File: config.mk
export PLATFORM = sky130hd
export DESIGN_NAME = spi_byte_slave_flat
export DESIGN_NICKNAME = d
export VERILOG_FILES = /design/src/rtl/spi_pkg.sv /design/src/rtl/spi_byte_slave_if.sv /design/src/rtl/spi_sync.sv /design/src/rtl/spi_byte_slave.sv /design/src/flat_wrapper.sv
export SDC_FILE = /design/constraint.sdc
export NUM_CORES = 1
export LEC_CHECK = 0
export BUFFER_PORTS_ARGS = -buffer_cell sky130_fd_sc_hd__buf_2
export CAP_MARGIN = 30
export CORE_MARGIN = 3
export CORE_UTILIZATION = 45
export CTS_BUF_LIST = sky130_fd_sc_hd__clkbuf_4 sky130_fd_sc_hd__clkbuf_8
export DETAILED_ROUTE_END_ITERATION = 8
export GPL_TIMING_DRIVEN = 1
export MAX_ROUTING_LAYER = met4
export SYNTH_ARGS = -nofsm -noshare
export SYNTH_HDL_FRONTEND = slang
export SYNTH_SLANG_ARGS = --single-unit
File: constraint.sdc
create_clock -name clk -period 3.7 [get_ports clk]
set_input_delay 0.37 -clock clk [delete_from_list [all_inputs] [get_ports clk]]
set_output_delay 0.37 -clock clk [all_outputs]
set_load 0.03 [all_outputs]
File: src/rtl/spi_pkg.sv
// -----------------------------------------------------------------------------
// spi_pkg
// Shared definitions for the SPI byte slave front end.
//   SPI_BYTE_W        : width of one SPI byte
//   SPI_IDLE_TX_DEF   : default byte shifted out when no result is pending
//   spi_state_t       : slave state machine encoding
// -----------------------------------------------------------------------------
package spi_pkg;

  localparam int              SPI_BYTE_W      = 8;
  localparam logic [7:0]      SPI_IDLE_TX_DEF = 8'h00;

  typedef enum logic [1:0] {
    IDLE  = 2'd0,
    LOAD  = 2'd1,
    SHIFT = 2'd2
  } spi_state_t;

endpackage

File: src/rtl/spi_byte_slave_if.sv
// -----------------------------------------------------------------------------
// spi_byte_slave_if
// Bundles the SPI pins and the grid-side byte handshake of spi_byte_slave.
//   sclk, cs_n, mosi : SPI pins driven by the host (asynchronous to clk)
//   miso             : serial result data back to the host
//   tx_data, tx_load : result byte and its one-cycle capture strobe
//   tx_pending       : a captured result byte is waiting for its byte slot
//   spi_input        : last complete received byte
//   spi_done         : one-cycle strobe marking a new spi_input
// Modports: slave (the SPI block), master (host pins + grid controller side).
// -----------------------------------------------------------------------------
interface spi_byte_slave_if;
  import spi_pkg::*;

  logic                  sclk;
  logic                  cs_n;
  logic                  mosi;
  logic                  miso;
  logic [SPI_BYTE_W-1:0] tx_data;
  logic                  tx_load;
  logic                  tx_pending;
  logic [SPI_BYTE_W-1:0] spi_input;
  logic                  spi_done;

  modport slave (
    input  sclk, cs_n, mosi, tx_data, tx_load,
    output miso, tx_pending, spi_input, spi_done
  );

  modport master (
    output sclk, cs_n, mosi, tx_data, tx_load,
    input  miso, tx_pending, spi_input, spi_done
  );

endinterface

File: src/rtl/spi_sync.sv
// -----------------------------------------------------------------------------
// spi_sync
// N-flop synchronizer for one asynchronous pin.
//   clk       : system clock
//   rst       : synchronous active-high reset
//   rst_val_i : value every stage takes during reset (idle level of the pin)
//   d_i       : asynchronous input
//   q_o       : synchronized output, STAGES clk cycles behind d_i
// -----------------------------------------------------------------------------
module spi_sync #(
  parameter int STAGES = 2
) (
  input  logic clk,
  input  logic rst,
  input  logic rst_val_i,
  input  logic d_i,
  output logic q_o
);

  logic [STAGES-1:0] sync_q;

  // NOTE: sequential state uses non-blocking assignments so every flop samples
  // the pre-edge value of its neighbour; blocking here would collapse the chain.
  always_ff @(posedge clk) begin
    if (rst) sync_q <= {STAGES{rst_val_i}};
    else     sync_q <= {sync_q[STAGES-2:0], d_i};
  end

  assign q_o = sync_q[STAGES-1];

endmodule

File: src/rtl/spi_byte_slave.sv
// -----------------------------------------------------------------------------
// spi_byte_slave
// Mode-0 SPI slave running in the clk domain by oversampling the SPI pins.
// Each received byte is presented on spi_input with a one-cycle spi_done; a
// result byte captured via tx_load is shifted out on miso in the next byte slot.
//   clk  : system clock
//   rst  : synchronous active-high reset
//   bus  : spi_byte_slave_if.slave (SPI pins + grid-side byte handshake)
// Parameters:
//   SYNC_STAGES  : synchronizer depth on sclk/cs_n/mosi (2 or 3)
//   IDLE_TX_BYTE : byte shifted out when no result is pending
// Build option:
//   SPI_BYTE_SLAVE_ECHO_EN : non-pending reloads send the last spi_input
//                            (loopback) instead of IDLE_TX_BYTE.
// -----------------------------------------------------------------------------
module spi_byte_slave
  import spi_pkg::*;
#(
  parameter int         SYNC_STAGES  = 2,
  parameter logic [7:0] IDLE_TX_BYTE = SPI_IDLE_TX_DEF
) (
  input  logic              clk,
  input  logic              rst,
  spi_byte_slave_if.slave   bus
);

  if (SYNC_STAGES < 2 || SYNC_STAGES > 3) begin : g_bad_sync
    $error("spi_byte_slave: SYNC_STAGES must be 2 or 3");
  end

  // Synchronized pins; idle levels are cs_n=1, sclk=0, mosi=0.
  logic sclk_s, cs_n_s, mosi_s;

  spi_sync #(.STAGES(SYNC_STAGES)) u_sync_sclk (
    .clk(clk), .rst(rst), .rst_val_i(1'b0), .d_i(bus.sclk), .q_o(sclk_s));
  spi_sync #(.STAGES(SYNC_STAGES)) u_sync_cs (
    .clk(clk), .rst(rst), .rst_val_i(1'b1), .d_i(bus.cs_n), .q_o(cs_n_s));
  spi_sync #(.STAGES(SYNC_STAGES)) u_sync_mosi (
    .clk(clk), .rst(rst), .rst_val_i(1'b0), .d_i(bus.mosi), .q_o(mosi_s));

  // Edge detection against a one-cycle delayed copy.
  logic sclk_prev_q, cs_n_prev_q;

  always_ff @(posedge clk) begin
    if (rst) begin
      sclk_prev_q <= 1'b0;
      cs_n_prev_q <= 1'b1;
    end else begin
      sclk_prev_q <= sclk_s;
      cs_n_prev_q <= cs_n_s;
    end
  end

  logic sclk_rise, sclk_fall, cs_fall, cs_rise;
  assign sclk_rise =  sclk_s & ~sclk_prev_q;
  assign sclk_fall = ~sclk_s &  sclk_prev_q;
  assign cs_fall   = ~cs_n_s &  cs_n_prev_q;
  assign cs_rise   =  cs_n_s & ~cs_n_prev_q;

  spi_state_t            state_q;
  logic [2:0]            bit_cnt_q;
  logic [SPI_BYTE_W-1:0] rx_sh_q, tx_sh_q;
  logic [SPI_BYTE_W-1:0] spi_input_q;
  logic                  spi_done_q, miso_q;
  logic [SPI_BYTE_W-1:0] tx_pend_data_q;
  logic                  tx_pending_q;

  logic [SPI_BYTE_W-1:0] rx_d;
  logic [SPI_BYTE_W-1:0] reload_d;

  // NOTE: every signal assigned in always_comb gets a default first, so no
  // path leaves it unassigned and no latch is inferred.
  always_comb begin
    rx_d     = {rx_sh_q[SPI_BYTE_W-2:0], mosi_s};
    reload_d = IDLE_TX_BYTE;
`ifdef SPI_BYTE_SLAVE_ECHO_EN
    reload_d = spi_input_q;
`endif
    // A pending result always wins; a same-cycle tx_load only affects the
    // following slot because tx_pending_q is still the old value here.
    if (tx_pending_q) reload_d = tx_pend_data_q;
  end

  // NOTE: reset is synchronous and covers every register, including both
  // shifters, so a reset mid-byte leaves no trace of the partial byte.
  always_ff @(posedge clk) begin
    if (rst) begin
      state_q        <= IDLE;
      bit_cnt_q      <= '0;
      rx_sh_q        <= '0;
      tx_sh_q        <= '0;
      spi_input_q    <= '0;
      spi_done_q     <= 1'b0;
      miso_q         <= 1'b0;
      tx_pend_data_q <= '0;
      tx_pending_q   <= 1'b0;
    end else begin
      spi_done_q <= 1'b0;

      if (cs_rise) begin
        // Deselect aborts any partial byte without touching spi_input.
        state_q   <= IDLE;
        bit_cnt_q <= '0;
        miso_q    <= 1'b0;
      end else begin
        unique case (state_q)
          IDLE: begin
            bit_cnt_q <= '0;
            miso_q    <= 1'b0;
            if (cs_fall) state_q <= LOAD;
          end
          LOAD: begin
            tx_sh_q      <= reload_d;
            miso_q       <= reload_d[SPI_BYTE_W-1];
            tx_pending_q <= 1'b0;
            state_q      <= SHIFT;
          end
          SHIFT: begin
            if (sclk_rise) begin
              rx_sh_q   <= rx_d;
              bit_cnt_q <= bit_cnt_q + 3'd1;
              if (bit_cnt_q == 3'd7) begin
                spi_input_q <= rx_d;
                spi_done_q  <= 1'b1;
                state_q     <= LOAD;
              end
            end else if (sclk_fall && bit_cnt_q != 3'd0) begin
              // The falling edge that trails a reload belongs to the previous
              // byte and must not shift away the new MSB.
              tx_sh_q <= {tx_sh_q[SPI_BYTE_W-2:0], 1'b0};
              miso_q  <= tx_sh_q[SPI_BYTE_W-2];
            end
          end
          default: state_q <= IDLE;
        endcase
      end

      // Placed last so a capture in the LOAD cycle overrides the clear above.
      if (bus.tx_load) begin
        tx_pend_data_q <= bus.tx_data;
        tx_pending_q   <= 1'b1;
      end
    end
  end

  assign bus.miso       = miso_q;
  assign bus.tx_pending = tx_pending_q;
  assign bus.spi_input  = spi_input_q;
  assign bus.spi_done   = spi_done_q;

endmodule

File: src/flat_wrapper.sv
// flat-port wrapper written by rule: the top's interface ports become plain ports
module spi_byte_slave_flat import spi_pkg::*;
#(
  parameter int         SYNC_STAGES  = 2,
  parameter logic [7:0] IDLE_TX_BYTE = SPI_IDLE_TX_DEF
)
  (clk, rst, bus_sclk, bus_cs_n, bus_mosi, bus_tx_data, bus_tx_load, bus_miso, bus_tx_pending, bus_spi_input, bus_spi_done);
  spi_byte_slave_if bus_i ();
  input  logic clk;
  input  logic rst;
  input wire logic [$bits(bus_i.sclk)-1:0] bus_sclk;
  input wire logic [$bits(bus_i.cs_n)-1:0] bus_cs_n;
  input wire logic [$bits(bus_i.mosi)-1:0] bus_mosi;
  input wire logic [$bits(bus_i.tx_data)-1:0] bus_tx_data;
  input wire logic [$bits(bus_i.tx_load)-1:0] bus_tx_load;
  output wire logic [$bits(bus_i.miso)-1:0] bus_miso;
  output wire logic [$bits(bus_i.tx_pending)-1:0] bus_tx_pending;
  output wire logic [$bits(bus_i.spi_input)-1:0] bus_spi_input;
  output wire logic [$bits(bus_i.spi_done)-1:0] bus_spi_done;
  assign bus_i.sclk = bus_sclk;
  assign bus_i.cs_n = bus_cs_n;
  assign bus_i.mosi = bus_mosi;
  assign bus_i.tx_data = bus_tx_data;
  assign bus_i.tx_load = bus_tx_load;
  assign bus_miso = bus_i.miso;
  assign bus_tx_pending = bus_i.tx_pending;
  assign bus_spi_input = bus_i.spi_input;
  assign bus_spi_done = bus_i.spi_done;
  spi_byte_slave #(.SYNC_STAGES(SYNC_STAGES), .IDLE_TX_BYTE(IDLE_TX_BYTE)) u_core (.clk(clk), .rst(rst), .bus(bus_i));
endmodule
==> flow_summary_export.csv, run 1 <==
group,metric,value,unit
run_status,outcome,"complete, no violations",
power,ir_drop,0.294,mV
timing,hold_viol,0,
power,power_density,485,nW/um^2
yosys,synthCells,196,
finish,layout-drive-gt1-share,16.2,%
floorplanning,core,3800,sq um
timing,fin_crit_sh,62.7,%
timing,fin_crit,2.32,ns
setup_path,cp-start-kind,"flop",
setup_path,required,3.85,ns
yosys,yosysSeqAreaShare,49.8,%
detailed_routing,routedWlPerCell,13.0,um
detailed_routing,drt-total-wl,3.44,mm
grt,grt_pass1_wl,5.87,mm
clocking,cts_hold_buf,0,
finish,diodes,0,
clocking,cts-resized-gates,0,
yosys,syn_avg_cell_area,9.43,sq um
floorplanning,initial_core_util,48.6,%
timing,slew_violations,0,
floorplanning,die_width,70.1,um
yosys,synth_edf_count,0,
place,hpwl,2.39,mm
setup_path,crit_arrival,2.47,ns
finish,num-fill-cells,357,
timing,fmax,431,MHz
timing,fin_worst_skew,0.00375,ns
yosys,yosysMostFrequentCell,"dfxtp_1",
finish,design_area,2090,sq um
clocking,clock_latency,0.29,ns
yosys,netlist_top_cells_count,"dfxtp_1, nor2_1, mux2i_1, nor2b_1",
yosys,async_flop_share,0,%
clocking,cts_inserted_buffers,5,
power,power,0.00101,W
yosys,netlist_area,1850,sq um
setup_path,critPathMaxFanout,23,
finish,nets,236,
yosys,synth_warnings,0,
floorplanning,die_y,70.1,um
yosys,synth-seq-cells,46,
setup_path,critical_path_class,"flop to flop",
timing,setup_violations,0,
finish,instances_no_fill,264,
clocking,cts_buffer_depth,2,
yosys,synth_top_area_cell,"dfxtp_1",
floorplanning,pin_count,25,
grt,grt_usage,15.3,%
detailed_routing,drtPass1Iterations,5,
detailed_routing,route.detailed.drc,0,
clocking,clk_pin_slew,0.08,ns
yosys,synth_area_leaders,"dfxtp_1, mux2i_1, nor2_1",
place,place_area,1980,sq um
timing,max-slew-margin-rel,47.4,%
grt,antenna_found_initial,0,
power,p_leak,0.974,nW
timing,whs,0.258,ns
timing,rsz0062_at_grt,"false",
floorplanning,dieArea,4910,sq um
detailed_routing,drtIter0Drc,111,
grt,grt_overflow,0,
yosys,syn_nets,217,
place,placed_cells,256,
grt,grt_pass1_vias,1280,
clocking,cts_tree,"built",
clocking,cts_max_level,2,
min_path,hold_path_class,"input port to flop",
detailed_routing,ant_nets,0,
detailed_routing,post_drt_via_cell_ratio,5.19,
place,port_buffers,24,
detailed_routing,route.vias.total,1369,
clocking,root_buffer,"clkbuf_8",
grt,grt_max_degree,48,
yosys,synthFlopType,"dfxtp_1",
yosys,ys_types,24,
clocking,cts_sinks,46,
floorplanning,core.rowCount,22,
clocking,post_cts_buffers,0,
flow_run,drv_cap,0,
timing,fin_setup_tns,0,ns
finish,syn2layout_area_growth,13.3,%
setup_path,cp-end-kind,"flop",
timing,worst_pin_slew,0.789,ns
yosys,yosys.area.top_type_share,49.8,%
place,place_congestion,0.756,
## worst max-delay path, cell delays in order (launching register included)
cell and delay [ns]:
dfxtp_1 0.35, inv_1 0.09, ha_1 0.64, nand4_1 0.67, mux2i_1 0.37, nor2_1 0.07
## cell families (layout without fill, tap and decap cells)
logic type               Yosys count  count (layout)  synth area share, %
AO/OA/AOI/OAI                     29              29                 10.0
buffers and inverters             17              37                 3.59
AND/OR/NAND/NOR                   72              72                 18.3
flip-flops                        46              46                 49.8
adder cells (fa/ha/maj)            7               7                 4.74
multiplexers                      25              25                 13.5
## layout by cell type (no fill, tap or decap), types with 6 or more instances in the layout
master   Yosys  final
nor2b_1     12     12
nand2_1     10     10
buf_2        2     24
mux2i_1     25     25
dfxtp_1     46     46
nor2_1      36     36
o21ai_0      8      8
a21oi_1     10     10
o41ai_1      6      6
ha_1         7      7
## where the power goes
group	leakage (nW)	total [W]	internal (W)	switching [W]
clock	0.0548	0.000371	0.000209	0.000162
combinational	0.545	0.000119	0.0000403	0.0000783
sequential	0.374	0.000525	0.000512	0.0000135
## per-stage QoR
step	utilization, %	setup slack, ns
2_1_floorplan	-	2.07
3_3_place_gp	52.1	1.50
3_5_place_dp	52.1	1.35
4_1_cts	55.1	1.34
5_1_grt	55.1	1.09
6_report	55.1	1.38
## routing by layer
| metal | wire (um) | vias up | part of all wire (%) | GRT usage (%) |
|---|---|---|---|---|
| met5 | 0 | - | 0 | - |
| met4 | 36 | 0 | 1.0 | 5.11 |
| met3 | 165 | 5 | 4.8 | 5.90 |
| met2 | 1530 | 32 | 45 | 21.9 |
| met1 | 1700 | 635 | 49 | 19.9 |
| li1 | - | 697 | - | - |
## flip-flops by register name, summed over array words and instances (netlist names)
signal and cells:
u_core.bus.spi_input 8, u_core.tx_pend_data_q 8, u_core.rx_sh_q 7, u_core.tx_sh_q 7, u_core.bit_cnt_q 3, u_core.state_q 2
u_core.u_sync_cs.sync_q 2, u_core.u_sync_mosi.sync_q 2, u_core.u_sync_sclk.sync_q 2, u_core.bus.miso 1, u_core.bus.spi_done 1, u_core.bus.tx_pending 1
u_core.cs_n_prev_q 1, u_core.sclk_prev_q 1
## path summary, 6_finish.rpt
path	start	end	slack, ns	depth (start not counted)
max reg2reg	u_core.state_q[0]	u_core.bus.spi_input[5]	1.38	5
min	bus_cs_n	u_core.u_sync_cs.sync_q[0]	0.26	2
max	u_core.state_q[0]	u_core.bus.spi_input[5]	1.38	5
min reg2reg	u_core.u_sync_cs.sync_q[0]	u_core.u_sync_cs.sync_q[1]	0.42	1
## layout make-up
| cell class | instances | area (sq um) | area share, % |
|---|---|---|---|
| Clock buffer | 6 | 76.3 | 3.64 |
| Clock inverter | 2 | 37.5 | 1.79 |
| Inverter | 5 | 18.8 | 0.896 |
| Multi-Input combinational cell | 133 | 861 | 41.1 |
| Sequential cell | 46 | 921 | 44.0 |
| Tap cell | 48 | 60.1 | 2.87 |
| Timing Repair Buffer | 24 | 120 | 5.73 |
No activity file was read; power rests on OpenSTA's default activity.
==> run 2, diff against run 1 <==
Settings changed: PLACE_DENSITY from default to 0.67.
Clock period 3.7 ns to 1.9 ns, I/O delays scaled along.
==> run 2 against run 1 <==
Power is 85% higher. Clock skew is 0.0016 ns higher. Non-clock buffer count is 5 higher. First-iteration DRC count is 53% lower. Worst hold slack worse by 0.17 ns. Setup slack worse by 1.2 ns. Routed wire length is 1.0% higher. Critical endpoint is now u_core.bus.miso.
==> flow_summary_export.csv, run 2 (synthesis results as in run 1) <==
group,metric,value,unit
clocking,cts_tree,"built",
place,port_buffers,24,
floorplanning,core.rowCount,22,
detailed_routing,met1_length,1.66,mm
grt,grt_usage,15.0,%
setup_path,r2r_slack,0.18,ns
setup_path,critPathMaxStageDelay,0.47,ns
finish,final_common_cell,"dfxtp_1",
detailed_routing,wl_met2,1.64,mm
timing,max-slew-margin-rel,66.1,%
clocking,cts_inserted_buffers,5,
setup_path,cp-start-kind,"flop",
floorplanning,die_width,70.1,um
clocking,cts_max_level,2,
floorplanning,dieArea,4910,sq um
finish,register_area,921,sq um
finish,nets,241,
timing,slew_violations,0,
clocking,cts_hold_buf,0,
clocking,cts-resized-gates,0,
power,power_density,889,nW/um^2
timing,fin_crit,1.72,ns
finish,num-fill-cells,351,
timing,fin_crit_sh,90.3,%
setup_path,crit_arrival,1.94,ns
setup_path,critPathMaxFanout,9,
grt,antenna_found_initial,0,
grt,grt_overflow,0,
flow_run,drv_cap,0,
detailed_routing,ant_nets,0,
setup_path,required,2.13,ns
timing,fin_setup_tns,0,ns
power,ir_drop,0.593,mV
floorplanning,die_y,70.1,um
timing,fmax,583,MHz
setup_path,cp-end-kind,"flop",
detailed_routing,route.detailed.drc,0,
min_path,holdPathStages,2,
setup_path,critPathBufInv,2,
clocking,cts_buffer_depth,2,
min_path,holdPathEnd,"u_core.u_sync_cs.sync_q[0]",
grt,grt_pass1_wl,5.86,mm
min_path,hold_path_class,"input port to flop",
detailed_routing,post_drt_via_cell_ratio,5.06,
setup_path,crit_chain,"inv_1 -> ha_1 -> buf_4 -> a32oi_1 -> or4b_1 -> a21oi_1",
timing,fin_worst_skew,0.00536,ns
setup_path,slowest_stage,"or4b_1",
finish,diodes,0,
clocking,post_cts_buffers,0,
detailed_routing,route.vias.total,1361,
timing,setup_violations,0,
floorplanning,pin_count,25,
clocking,clock_latency,0.29,ns
floorplanning,initial_core_util,48.6,%
setup_path,critical_path_class,"flop to flop",
timing,rsz0062_at_grt,"false",
detailed_routing,routed.top_layer,"met4",
timing,hold_viol,0,
clocking,cts_sinks,46,
detailed_routing,wl_met3,137,um
timing,worst_pin_slew,0.509,ns
floorplanning,core,3800,sq um
power,p_leak,0.996,nW
place,hpwl,2.51,mm
setup_path,cp_top_family,"simple AND/OR/NAND/NOR gates",
power,power,0.00188,W
clocking,root_buffer,"clkbuf_8",
grt,grt_max_degree,31,
finish,layout-drive-gt1-share,18.1,%
run_status,outcome,"complete, no violations",
setup_path,regToRegStartpoint,"u_core.state_q[0]",
min_path,hp-start,"bus_cs_n",
place,place_congestion,0.833,
finish,multi_input_area,861,sq um
finish,syn2layout_area_growth,14.4,%
setup_path,rr_endpoint,"u_core.bus.miso",
clocking,clk_pin_slew,0.08,ns
detailed_routing,drt-total-wl,3.47,mm
finish,final_cell_mix,"dfxtp_1, nor2_1, mux2i_1",
setup_path,r2r_cells,6,
detailed_routing,drtIter0Drc,52,
grt,grt_pass1_vias,1331,
detailed_routing,routedWlPerCell,12.9,um
detailed_routing,drtPass1Iterations,5,
run 2: cell types whose count changed in the layout (fill, tap and decap cells not counted), sizes merged:
| cell | delta |
|---|---|
| buf | +5 |
| bufinv | -1 |
| clkbuf | +1 |
| clkinv | +1 |
| clkinvlp | -1 |
run 2: final cells by class:
type	instances	area share (%)
Multi-Input combinational cell	133	40.7
Inverter	5	0.888
Tap cell	48	2.84
Clock inverter	1	0.237
Timing Repair Buffer	29	7.46
Clock buffer	7	4.26
Sequential cell	46	43.6
run 2: per-stage QoR:
| step | setup slack [ns] | cells | hold slack [ns] | cell area, sq um | util (%) |
|---|---|---|---|---|---|
| floorplan | 0.269 | 196 | 0.294 | 1850 | - |
| global placement | 0.280 | 261 | 0.374 | 2020 | 53.1 |
| detailed placement | 0.215 | 261 | 0.382 | 2020 | 53.1 |
| CTS | 0.187 | 269 | 0.0757 | 2110 | 55.6 |
| global route | 0.0516 | 269 | 0.0721 | 2110 | 55.6 |
| finish | 0.184 | 269 | 0.0833 | 2110 | 55.6 |
run 2: worst max path at each step:
stage | from | end | slack (ns) | cells past startpoint
floorplan | u_core.bit_cnt_q[0] | u_core.bus.miso | 0.27 | 6
global placement | u_core.bit_cnt_q[0] | u_core.bus.miso | 0.28 | 6
detailed placement | u_core.bit_cnt_q[0] | u_core.bus.miso | 0.21 | 6
CTS | u_core.state_q[0] | u_core.bus.miso | 0.19 | 6
global route | u_core.state_q[0] | u_core.bus.miso | 0.05 | 6
finish | u_core.state_q[0] | u_core.bus.miso | 0.18 | 6
run 2: layer usage:
| layer | GRT usage [%] | vias to the layer above |
|---|---|---|
| li1 | - | 711 |
| met1 | 18.3 | 625 |
| met2 | 23.1 | 21 |
| met3 | 5.18 | 4 |
| met4 | 5.11 | 0 |
| met5 | - | - |
run 2: power breakdown:
part	total [W]	leakage [nW]	internal, W	switching, W
sequential	0.00102	0.374	0.000997	0.0000266
combinational	0.000243	0.570	0.0000889	0.000154
clock	0.000611	0.0517	0.000308	0.000303
==> run 3, diff against run 2 <==
Settings changed: CORE_UTILIZATION 45 to 30, PLACE_DENSITY 0.67 to default, TNS_END_PERCENT from default to 10.
==> run 3 against run 2 <==
Combinational power rose by 2%. Critical path type unchanged. Core utilization fell by 18 points. Critical endpoint is now u_core.rx_sh_q[0]. Largest cell class unchanged. Largest power group unchanged. Sequential power barely moved.
==> flow_summary_export.csv, run 3 (synthesis results as in run 1) <==
group,metric,value,unit
run_status,outcome,"complete, no violations",
clocking,cts_inserted_buffers,5,
grt,grt_pass1_wl,5.88,mm
setup_path,cp-startpoint,"u_core.state_q[0]",
clocking,cts_tree,"built",
power,power_frac_clock,30.5,%
finish,instances_no_fill,293,
clocking,clock_latency,0.29,ns
place,place_area,2060,sq um
clocking,clk_pin_slew,0.08,ns
grt,grt_pass1_vias,1260,
power,power_frac_comb,13.6,%
finish,syn2layout_area_growth,15.5,%
timing,slew_violations,0,
setup_path,critical_path_class,"flop to flop",
timing,fin_crit,1.68,ns
setup_path,crit_arrival,1.85,ns
finish,layout-drive-gt1-share,18.1,%
setup_path,r2r_slack,0.22,ns
grt,grt_usage,10.4,%
power,swShare,26.8,%
clocking,cts-resized-gates,0,
floorplanning,pin_count,25,
place,port_buffers,24,
timing,fin_setup_tns,0,ns
timing,whs,0.0918,ns
finish,nets,242,
clocking,cts_buffer_depth,2,
finish,design_area,2130,sq um
timing,max-slew-margin-rel,72.0,%
min_path,hold_path_class,"input port to flop",
setup_path,cp-endpoint,"u_core.rx_sh_q[0]",
setup_path,required,2.07,ns
flow_run,drv_cap,0,
floorplanning,die_y,84.5,um
timing,hold_viol,0,
grt,antenna_found_initial,0,
finish,final_cell_mix,"dfxtp_1, nor2_1, mux2i_1",
setup_path,critPathMaxFanout,11,
setup_path,cp-start-kind,"flop",
detailed_routing,route.vias.total,1341,
floorplanning,core.rowCount,27,
power,seqPwrFrac,55.9,%
clocking,cts_max_level,2,
clocking,cts_sinks,46,
setup_path,rr_endpoint,"u_core.rx_sh_q[0]",
place,hpwl,2.36,mm
power,net-switching-power,0.000488,W
timing,fin_worst_skew,0.00698,ns
finish,diodes,0,
setup_path,cp-end-kind,"flop",
detailed_routing,drtPass1Iterations,4,
timing,fmax,594,MHz
finish,num-fill-cells,578,
clocking,root_buffer,"clkbuf_8",
setup_path,regToRegStartpoint,"u_core.state_q[0]",
timing,setup_violations,0,
floorplanning,initial_core_util,32.2,%
detailed_routing,route.detailed.drc,0,
detailed_routing,drt-total-wl,3.36,mm
floorplanning,dieArea,7140,sq um
clocking,cts_hold_buf,0,
detailed_routing,ant_nets,0,
finish,fin_util,37.2,%
clocking,post_cts_buffers,0,
place,place_congestion,0.712,
power,p_int,0.00133,W
power,ir_drop,0.495,mV
grt,grt_overflow,0,
power,p_leak,0.993,nW
detailed_routing,drtIter0Drc,97,
floorplanning,die_width,84.5,um
grt,grt_max_degree,24,
setup_path,r2r_cells,5,
place,placed_cells,286,
detailed_routing,post_drt_via_cell_ratio,4.58,
detailed_routing,routedWlPerCell,11.5,um
power,power_density,853,nW/um^2
floorplanning,core,5740,sq um
timing,rsz0062_at_grt,"false",
timing,fin_crit_sh,88.6,%
finish,final_common_cell,"dfxtp_1",
timing,worst_pin_slew,0.418,ns
run 3: cell count changes in the layout (fill, tap and decap cells not counted), sizes merged:
| cell | before | now |
|---|---|---|
| clkinv | 1 | 2 |
| buf | 29 | 30 |
| clkbuf | 7 | 5 |
run 3: final cells by class:
class / instances / area (sq um) / share of cell area, %
sequential: 46 / 921 / 43.1
multi-input combinational: 133 / 861 / 40.3
timing repair buffer: 30 / 165 / 7.74
tap: 72 / 90.1 / 4.22
clock buffer: 5 / 68.8 / 3.22
inverter: 5 / 18.8 / 0.879
clock inverter: 2 / 10.0 / 0.469
run 3: power groups by stage:
stage                     Sequential (W)  Clock, W  Combinational (W)
final                            0.00102  0.000555           0.000247
after global routing             0.00102  0.000626           0.000282
after CTS                        0.00102  0.000582           0.000247
after detailed placement         0.00104         0           0.000246
after global placement           0.00104         0           0.000243
after floorplan                  0.00104         0           0.000181
run 3: how the worst min path moves through the flow:
stage,startpoint,endpoint,slack (ns),depth (start not counted)
after floorplan,bus_cs_n,u_core.u_sync_cs.sync_q[0],0.29,1
after global placement,bus_cs_n,u_core.u_sync_cs.sync_q[0],0.38,2
after detailed placement,bus_cs_n,u_core.u_sync_cs.sync_q[0],0.38,2
after CTS,bus_cs_n,u_core.u_sync_cs.sync_q[0],0.08,2
after global routing,bus_cs_n,u_core.u_sync_cs.sync_q[0],0.09,2
final,bus_cs_n,u_core.u_sync_cs.sync_q[0],0.09,2
run 3: worst max-delay path, stage by stage (launching register included):
cell     delay (ns)
dfxtp_1        0.35
inv_1          0.09
ha_1           0.40
nand3_1        0.41
mux2i_1        0.26
nor2_1         0.06
run 3: metal layers:
layer  up-vias  global-route usage, %  routed length, um
met1       608                   13.8               1760
met5         -                      -                  0
met4         0                   3.45                 52
met3         4                   3.24                132
met2        19                   15.0               1420
li1        710                      -                  -
run 3: per-stage QoR:
stage / power, W / setup slack [ns]
final: 0.00182 / 0.217
after global routing: 0.00193 / 0.0440
after CTS: 0.00185 / 0.214
after detailed placement: 0.00129 / 0.240
after global placement: 0.00128 / 0.276
after floorplan: 0.00122 / 0.269
